## config.mk

```make
export PLATFORM = sky130hd
export DESIGN_NAME = pipe_exe_ctrl
export DESIGN_NICKNAME = d
export VERILOG_FILES = /design/src/rtl/pipe_pkg.sv /design/src/rtl/pipe_exe_ctrl_fwd_sel.sv /design/src/rtl/pipe_exe_ctrl.sv
export SDC_FILE = /design/constraint.sdc
export NUM_CORES = 1
export LEC_CHECK = 0
export ABC_CLOCK_PERIOD_IN_PS = 3900
export CAP_MARGIN = 20
export CORE_MARGIN = 3
export CORE_UTILIZATION = 44
export DETAILED_ROUTE_END_ITERATION = 7
export PLACE_DENSITY = 0.79
export RECOVER_POWER = 50
export SETUP_SLACK_MARGIN = 0.02
export SYNTH_ARGS = -nofsm -noshare
export SYNTH_HDL_FRONTEND = slang
export SYNTH_SLANG_ARGS = --single-unit
```

## constraint.sdc

```tcl
create_clock -name clock -period 3.9 [get_ports clock]
set_clock_uncertainty 0.15 [all_clocks]
set_input_delay 1.17 -clock clock [delete_from_list [all_inputs] [get_ports clock]]
set_output_delay 1.17 -clock clock [all_outputs]
set_load 0.05 [all_outputs]
```

## src/rtl/pipe_pkg.sv

```systemverilog
// Shared definitions for the EXE-stage hazard and sequencing controller:
// forward-select codes, the mul/div FSM encoding and the default mul/div latency.
package pipe_pkg;

  localparam logic [1:0] FWD_RF   = 2'b00;
  localparam logic [1:0] FWD_EALU = 2'b01;
  localparam logic [1:0] FWD_MALU = 2'b10;
  localparam logic [1:0] FWD_MMO  = 2'b11;

  typedef enum logic [1:0] {
    S_IDLE = 2'b00,
    S_BUSY = 2'b01,
    S_DONE = 2'b10
  } mdu_state_e;

  localparam int MDU_LAT_DEF = 4;

endpackage

```

## src/rtl/pipe_exe_ctrl_fwd_sel.sv

```systemverilog
// Operand forward select for one ID-stage source register; EXE beats MEM,
// register 0 is never forwarded.
module fwd_sel
  import pipe_pkg::*;
(
  input  logic [4:0] src,
  input  logic       use_src,
  input  logic       ewreg,
  input  logic       em2reg,
  input  logic [4:0] ern,
  input  logic       mwreg,
  input  logic       mm2reg,
  input  logic [4:0] mrn,
  output logic [1:0] sel
);

  logic e_hit_s;
  logic m_hit_s;

  assign e_hit_s = ewreg && (ern != 5'd0) && (ern == src);
  assign m_hit_s = mwreg && (mrn != 5'd0) && (mrn == src);

  // An EXE load match is resolved by the load-use stall, so it still masks MEM.
  always_comb begin
    sel = FWD_RF;
    if (!use_src) begin
      sel = FWD_RF;
    end else if (e_hit_s) begin
      sel = em2reg ? FWD_RF : FWD_EALU;
    end else if (m_hit_s) begin
      sel = mm2reg ? FWD_MMO : FWD_MALU;
    end else begin
      sel = FWD_RF;
    end
  end

endmodule

```

## src/rtl/pipe_exe_ctrl.sv

```systemverilog
// EXE-stage controller: operand forwarding, load-use bubbles, mul/div
// occupancy sequencing and a saturating stall-cycle counter.
module pipe_exe_ctrl
  import pipe_pkg::*;
#(
  parameter int MDU_LAT = MDU_LAT_DEF,
  parameter int CNT_W   = 16
) (
  input  logic             clock,
  input  logic             resetn,
  input  logic [4:0]       rs,
  input  logic [4:0]       rt,
  input  logic             use_rs,
  input  logic             use_rt,
  input  logic             ewreg,
  input  logic             em2reg,
  input  logic [4:0]       ern,
  input  logic             mwreg,
  input  logic             mm2reg,
  input  logic [4:0]       mrn,
  input  logic             e_mdu_start,
  input  logic             id_flush,
  output logic [1:0]       fwda,
  output logic [1:0]       fwdb,
  output logic             wpcir,
  output logic             bubble,
  output logic             exe_hold,
  output logic             mdu_busy,
  output logic             mdu_done,
  output logic [CNT_W-1:0] stall_cnt
);

  localparam logic [3:0]       LAT_INIT = 4'(MDU_LAT - 2);
  localparam logic [CNT_W-1:0] CNT_ONE  = CNT_W'(1);
  localparam logic [CNT_W-1:0] CNT_MAX  = {CNT_W{1'b1}};

  mdu_state_e       state_q, state_d;
  logic [3:0]       cnt_q, cnt_d;
  logic             mdu_done_q, mdu_done_d;
  logic [CNT_W-1:0] stall_cnt_q, stall_cnt_d;

  logic [1:0] sel_a_s;
  logic [1:0] sel_b_s;
  logic       lu_s;
  logic       busy_s;
  logic       wpcir_s;

  fwd_sel u_fwd_a (
    .src     (rs),
    .use_src (use_rs),
    .ewreg   (ewreg),
    .em2reg  (em2reg),
    .ern     (ern),
    .mwreg   (mwreg),
    .mm2reg  (mm2reg),
    .mrn     (mrn),
    .sel     (sel_a_s)
  );

  fwd_sel u_fwd_b (
    .src     (rt),
    .use_src (use_rt),
    .ewreg   (ewreg),
    .em2reg  (em2reg),
    .ern     (ern),
    .mwreg   (mwreg),
    .mm2reg  (mm2reg),
    .mrn     (mrn),
    .sel     (sel_b_s)
  );

  assign lu_s = ewreg && em2reg && (ern != 5'd0) &&
                ((use_rs && (ern == rs)) || (use_rt && (ern == rt)));

  // FSM state, latency counter, done pulse and stall counter registers
  always_ff @(posedge clock or negedge resetn) begin
    if (!resetn) begin
      state_q     <= S_IDLE;
      cnt_q       <= 4'd0;
      mdu_done_q  <= 1'b0;
      stall_cnt_q <= '0;
    end else begin
      state_q     <= state_d;
      cnt_q       <= cnt_d;
      mdu_done_q  <= mdu_done_d;
      stall_cnt_q <= stall_cnt_d;
    end
  end

  // Next-state: start is only honoured from IDLE or DONE, so ops can chain
  always_comb begin
    state_d = state_q;
    cnt_d   = cnt_q;
    case (state_q)
      S_IDLE: begin
        if (e_mdu_start) begin
          state_d = S_BUSY;
          cnt_d   = LAT_INIT;
        end else begin
          state_d = S_IDLE;
          cnt_d   = cnt_q;
        end
      end
      S_BUSY: begin
        if (cnt_q != 4'd0) begin
          state_d = S_BUSY;
          cnt_d   = cnt_q - 4'd1;
        end else begin
          state_d = S_DONE;
          cnt_d   = 4'd0;
        end
      end
      S_DONE: begin
        if (e_mdu_start) begin
          state_d = S_BUSY;
          cnt_d   = LAT_INIT;
        end else begin
          state_d = S_IDLE;
          cnt_d   = 4'd0;
        end
      end
      default: begin
        state_d = S_IDLE;
        cnt_d   = 4'd0;
      end
    endcase
    mdu_done_d = (state_d == S_DONE);
  end

  // Outputs: reset forces a safe pipeline view (NOP injected, front end free)
  always_comb begin
    busy_s = (state_q == S_BUSY) ||
             (((state_q == S_IDLE) || (state_q == S_DONE)) && e_mdu_start);
    wpcir_s  = 1'b1;
    fwda     = FWD_RF;
    fwdb     = FWD_RF;
    bubble   = 1'b1;
    exe_hold = 1'b0;
    mdu_busy = 1'b0;
    if (!resetn) begin
      wpcir_s  = 1'b1;
      fwda     = FWD_RF;
      fwdb     = FWD_RF;
      bubble   = 1'b1;
      exe_hold = 1'b0;
      mdu_busy = 1'b0;
    end else begin
      wpcir_s  = !(busy_s || lu_s);
      fwda     = sel_a_s;
      fwdb     = sel_b_s;
      bubble   = !busy_s && (lu_s || id_flush);
      exe_hold = busy_s;
      mdu_busy = busy_s;
    end
  end

  // Stall counter saturates rather than wrapping
  always_comb begin
    stall_cnt_d = stall_cnt_q;
    if (!wpcir_s && (stall_cnt_q != CNT_MAX)) begin
      stall_cnt_d = stall_cnt_q + CNT_ONE;
    end else begin
      stall_cnt_d = stall_cnt_q;
    end
  end

  assign wpcir     = wpcir_s;
  assign mdu_done  = mdu_done_q;
  assign stall_cnt = stall_cnt_q;

endmodule
```

==> metrics.md, run 1 <==
| Metric | Value |
|---|---|
| Critical path's top delay family | simple AND/OR/NAND/NOR gates |
| Met1 WL | 1840 µm |
| Final instance area | 2490 µm² |
| Initial antenna violation count | 0 |
| Ports | 55 |
| Initial drt markers | 49 |
| Ys Warns | 0 |
| CTS Buf Count | 3 |
| Vias in the first global route | 1619 |
| Crit-path max cell delay | 0.32 ns |
| Peak supply drop | 0.498 mV |
| Placed insts | 269 |
| Placed cell area | 2330 µm² |
| Overflow after GRT | 0 |
| Top cell by count, worst path | buf_6 |
| First-pass GRT wire length | 7630 µm |
| Pwr Density | 542 nW/µm² |
| Post-DR wirelength/cell | 17.1 µm |
| Signal arrival time at the worst endpoint | 2.76 ns |
| CP Depth | 9 |
| Antenna Nets Post-Route | 0 |
| Cell variety after synth | 37 |
| Number of diodes | 0 |
| DR WL met3 | 174 µm |
| H-Tree Depth | 1 |
| Commonest cells after routing, fill and taps aside | 23 x dfrtp_1, 22 x clkdlybuf4s50_1, 21 x xor2_1, 18 x buf_4, 15 x nand2_1 |
| Final Setup Violations | 5 |
| Mapped Avg Cell Area | 9.78 µm² |
| P_sw | 674 µW |
| Final period utilization | 1.05 |
| Clock power frac | 0.083 |
| Final setup margin | -0.180 ns |
| CP Launch Type | input pin |
| Failing checks | negative setup slack |
| Die width | 64.1 µm |
| Internal power | 674 µW |
| CTS tree | done |
| Total GRT Usage | 0.233 |
| Core Rows | 20 |
| Mapped Area | 1490 µm² |
| Area growth from synthesis to layout | 67.3% |
| Worst path slowest cell | nor4_2 |
| Layout Cells excl Fill | 278 |
| Core area | 3130 µm² |
| Routability cong. | 0.892 |
| Die area | 4110 µm² |
| Final hold vios | 0 |
| FILL cells | 197 |
| RSZ-0062 raised after global routing | true |
| CTS Root Cell | clkbuf_4 |
| Setup Crit Path Kind | input pin to output port |
| CP max FO | 2 |
| Final Critical Period | 4.08 ns |
| Share of layout cells above drive strength 1 | 0.329 |
| Max Root-Sink Buffers | 2 |
| Post-route DRC | 0 |
| CTS sink cnt | 23 |
| CP required | 2.58 ns |
| Slew @ Worst Pin | 0.865 ns |
| Die Y | 64.1 µm |
| Post-synthesis sequential area ratio | 0.387 |
| Total Nets Final | 268 |
| Clock Latency Late Sink | 0.32 ns |
| Flop pwr share | 0.307 |
| Detailed route wirelength on metal2 | 2710 µm |
| Fmax | 0.245 GHz |
| Clk slew on worst S/H paths | 0.14 ns |
| Synth Register Bits | 23 |
| Leak Pwr | 1.08 nW |
| Drt total wl | 4760 µm |
| Slew headroom | 0.424 |
| DR top layer | met4 |
| Starting Density | 0.475 |
| Pin count of the biggest net entering global routing | 17 |
| Worst Hold Class | register to register |
| Via count | 1453 |
| Crit path capture type | output port |
| Vias/cell | 5.23 |
| Comb pwr share | 0.610 |
| Dpl hpwl | 3530 µm |
| Cells after Synth | 152 |
| WHS Path Cells | 1 |
| Worst reg2reg path depth | 6 |
| Post-Syn Nets | 185 |
| WP buf/inv | 4 |
| Max-slew violation count | 0 |
| CP Cell Sequence | buf_6 -> buf_4 -> buf_6 -> xor2_2 -> nor4_2 -> and3_4 -> nor3_4 -> a32o_2 -> buf_12 |
| Post-route setup TNS | -0.576 ns |
| Most common cell after layout, fill and taps aside | dfrtp_1 |
| Port bufs | 54 |
| Status | complete, but fails checks |
| Max_cap viols | 0 |
| Net Sw Frac | 0.500 |
| DRT Pass-1 Iters | 4 |
[power groups by stage]
stage	logic (mW)	clock network (mW)	registers [mW]
after global routing	0.880	0.125	0.428
after floorplan	0.299	0	0.612
after CTS	0.821	0.114	0.413
final	0.823	0.112	0.415
after global placement	0.783	0	0.409
after detailed placement	0.808	0	0.419
[registers in the layout (all words and copies together) (netlist names)]
signal / flops
cnt_q: 4
stall_cnt: 16
state_q: 2
mdu_done: 1
[logic make-up after synthesis]
family          share of synthesized area
xor+xnor                            0.206
buf+inv                            0.0337
simple gates                        0.253
mux                                0.0152
fa+ha+maj                          0.0253
compound gates                     0.0791
flops                               0.387
[path summary, 6_finish.rpt]
path | slack [ns] | from | endpoint
worst max-delay path | -0.18 | ern[1] | fwda[0]
min in group asynchronous | 1.07 | resetn | state_q[0]$_DFF_PN0_
worst min-delay path | 0.35 | stall_cnt[8]$_DFFE_PN0P_ | stall_cnt[8]$_DFFE_PN0P_
worst min register to register | 0.35 | stall_cnt[8]$_DFFE_PN0P_ | stall_cnt[8]$_DFFE_PN0P_
max in group asynchronous | 1.47 | resetn | stall_cnt[15]$_DFFE_PN0P_
worst max register to register | 1.42 | stall_cnt[0]$_DFFE_PN0P_ | stall_cnt[1]$_DFFE_PN0P_
[per-layer routing]
metal | global-route usage | up-vias
li1 | - | 695
met1 | 0.266 | 715
met2 | 0.458 | 39
met3 | 0.0387 | 4
met4 | 0.0317 | 0
met5 | 0 | -
[stage by stage]
| stage | total power [mW] | hold slack, ns | utilization | setup slack, ns |
|---|---|---|---|---|
| floorplan | 0.911 | 0.333 | - | -0.327 |
| global placement | 1.19 | 0.320 | 0.744 | -0.440 |
| detailed placement | 1.23 | 0.335 | 0.744 | -0.564 |
| CTS | 1.35 | 0.353 | 0.784 | -0.125 |
| global route | 1.43 | 0.379 | 0.795 | -0.201 |
| finish | 1.35 | 0.351 | 0.795 | -0.180 |
[area by class of cell]
cell class | count | area [µm²] | share of cell area
Clock buffer | 3 | 22.5 | 0.00906
Inverter | 7 | 26.3 | 0.0106
Sequential cell | 23 | 576 | 0.232
Timing Repair Buffer | 81 | 806 | 0.324
Clock inverter | 1 | 5.00 | 0.00201
Tap cell | 44 | 55.1 | 0.0221
Multi-Input combinational cell | 119 | 996 | 0.401
[synthesized netlist by cell type, drive strengths merged]
| library cell | count | area share |
|---|---|---|
| a21oi | 1 | 0.0034 |
| buf | 3 | 0.016 |
| mux2 | 2 | 0.015 |
| nor4b | 1 | 0.0059 |
| and2 | 1 | 0.0042 |
| nor2b | 1 | 0.0042 |
| nand2 | 15 | 0.038 |
| o22ai | 1 | 0.0042 |
| a32o | 3 | 0.021 |
| a31oi | 1 | 0.0042 |
| o21ai | 6 | 0.023 |
| nand2b | 3 | 0.013 |
| inv | 7 | 0.018 |
| nor2 | 7 | 0.019 |
| o211ai | 1 | 0.0051 |
| nor3 | 11 | 0.037 |
| xnor2 | 7 | 0.041 |
| xor2 | 28 | 0.16 |
| ha | 3 | 0.025 |
| nor4 | 10 | 0.066 |
| nand3 | 7 | 0.024 |
| nor3b | 2 | 0.010 |
| or3 | 2 | 0.0084 |
| dfrtp | 23 | 0.39 |
| a41oi | 1 | 0.019 |
| or4 | 2 | 0.010 |
| and3 | 3 | 0.013 |
[worst register-to-register path, cell delays in order, from the launching register on]
cell and delay [ns]:
dfrtp_1 0.43, ha_1 0.18, nand3_1 0.22, or3_1 0.40, nor2_1 0.57, nor2_2 0.10, mux2_1 0.34
[repair_timing]
item	4_1_cts	5_1_grt
buffers inserted	5	1
setup endpoints to repair	6	6
hold buffers	0	0
pin swaps	23	12
resized for setup	73	19
Note: power is estimated with default switching activity, not from simulation.
==> run 2, diff against run 1 <==
--- a/config.mk
+++ b/config.mk
@@ -5,10 +5,12 @@
 export SDC_FILE = /design/constraint.sdc
 export NUM_CORES = 1
 export LEC_CHECK = 0
+export ABC_AREA = 0
 export ABC_CLOCK_PERIOD_IN_PS = 3900
 export CAP_MARGIN = 20
 export CORE_MARGIN = 3
 export CORE_UTILIZATION = 44
+export CTS_CLUSTER_DIAMETER = 30
 export DETAILED_ROUTE_END_ITERATION = 7
 export PLACE_DENSITY = 0.79
 export RECOVER_POWER = 50
==> results of run 2 <==
No change in the layout: final DEF, timing and power equal those of run 1.
==> run 3, diff against run 2 <==
--- a/config.mk
+++ b/config.mk
@@ -6,7 +6,6 @@
 export NUM_CORES = 1
 export LEC_CHECK = 0
 export ABC_AREA = 0
-export ABC_CLOCK_PERIOD_IN_PS = 3900
 export CAP_MARGIN = 20
 export CORE_MARGIN = 3
 export CORE_UTILIZATION = 44
==> results of run 3 <==
No change in the layout: final DEF, timing and power equal those of run 1.
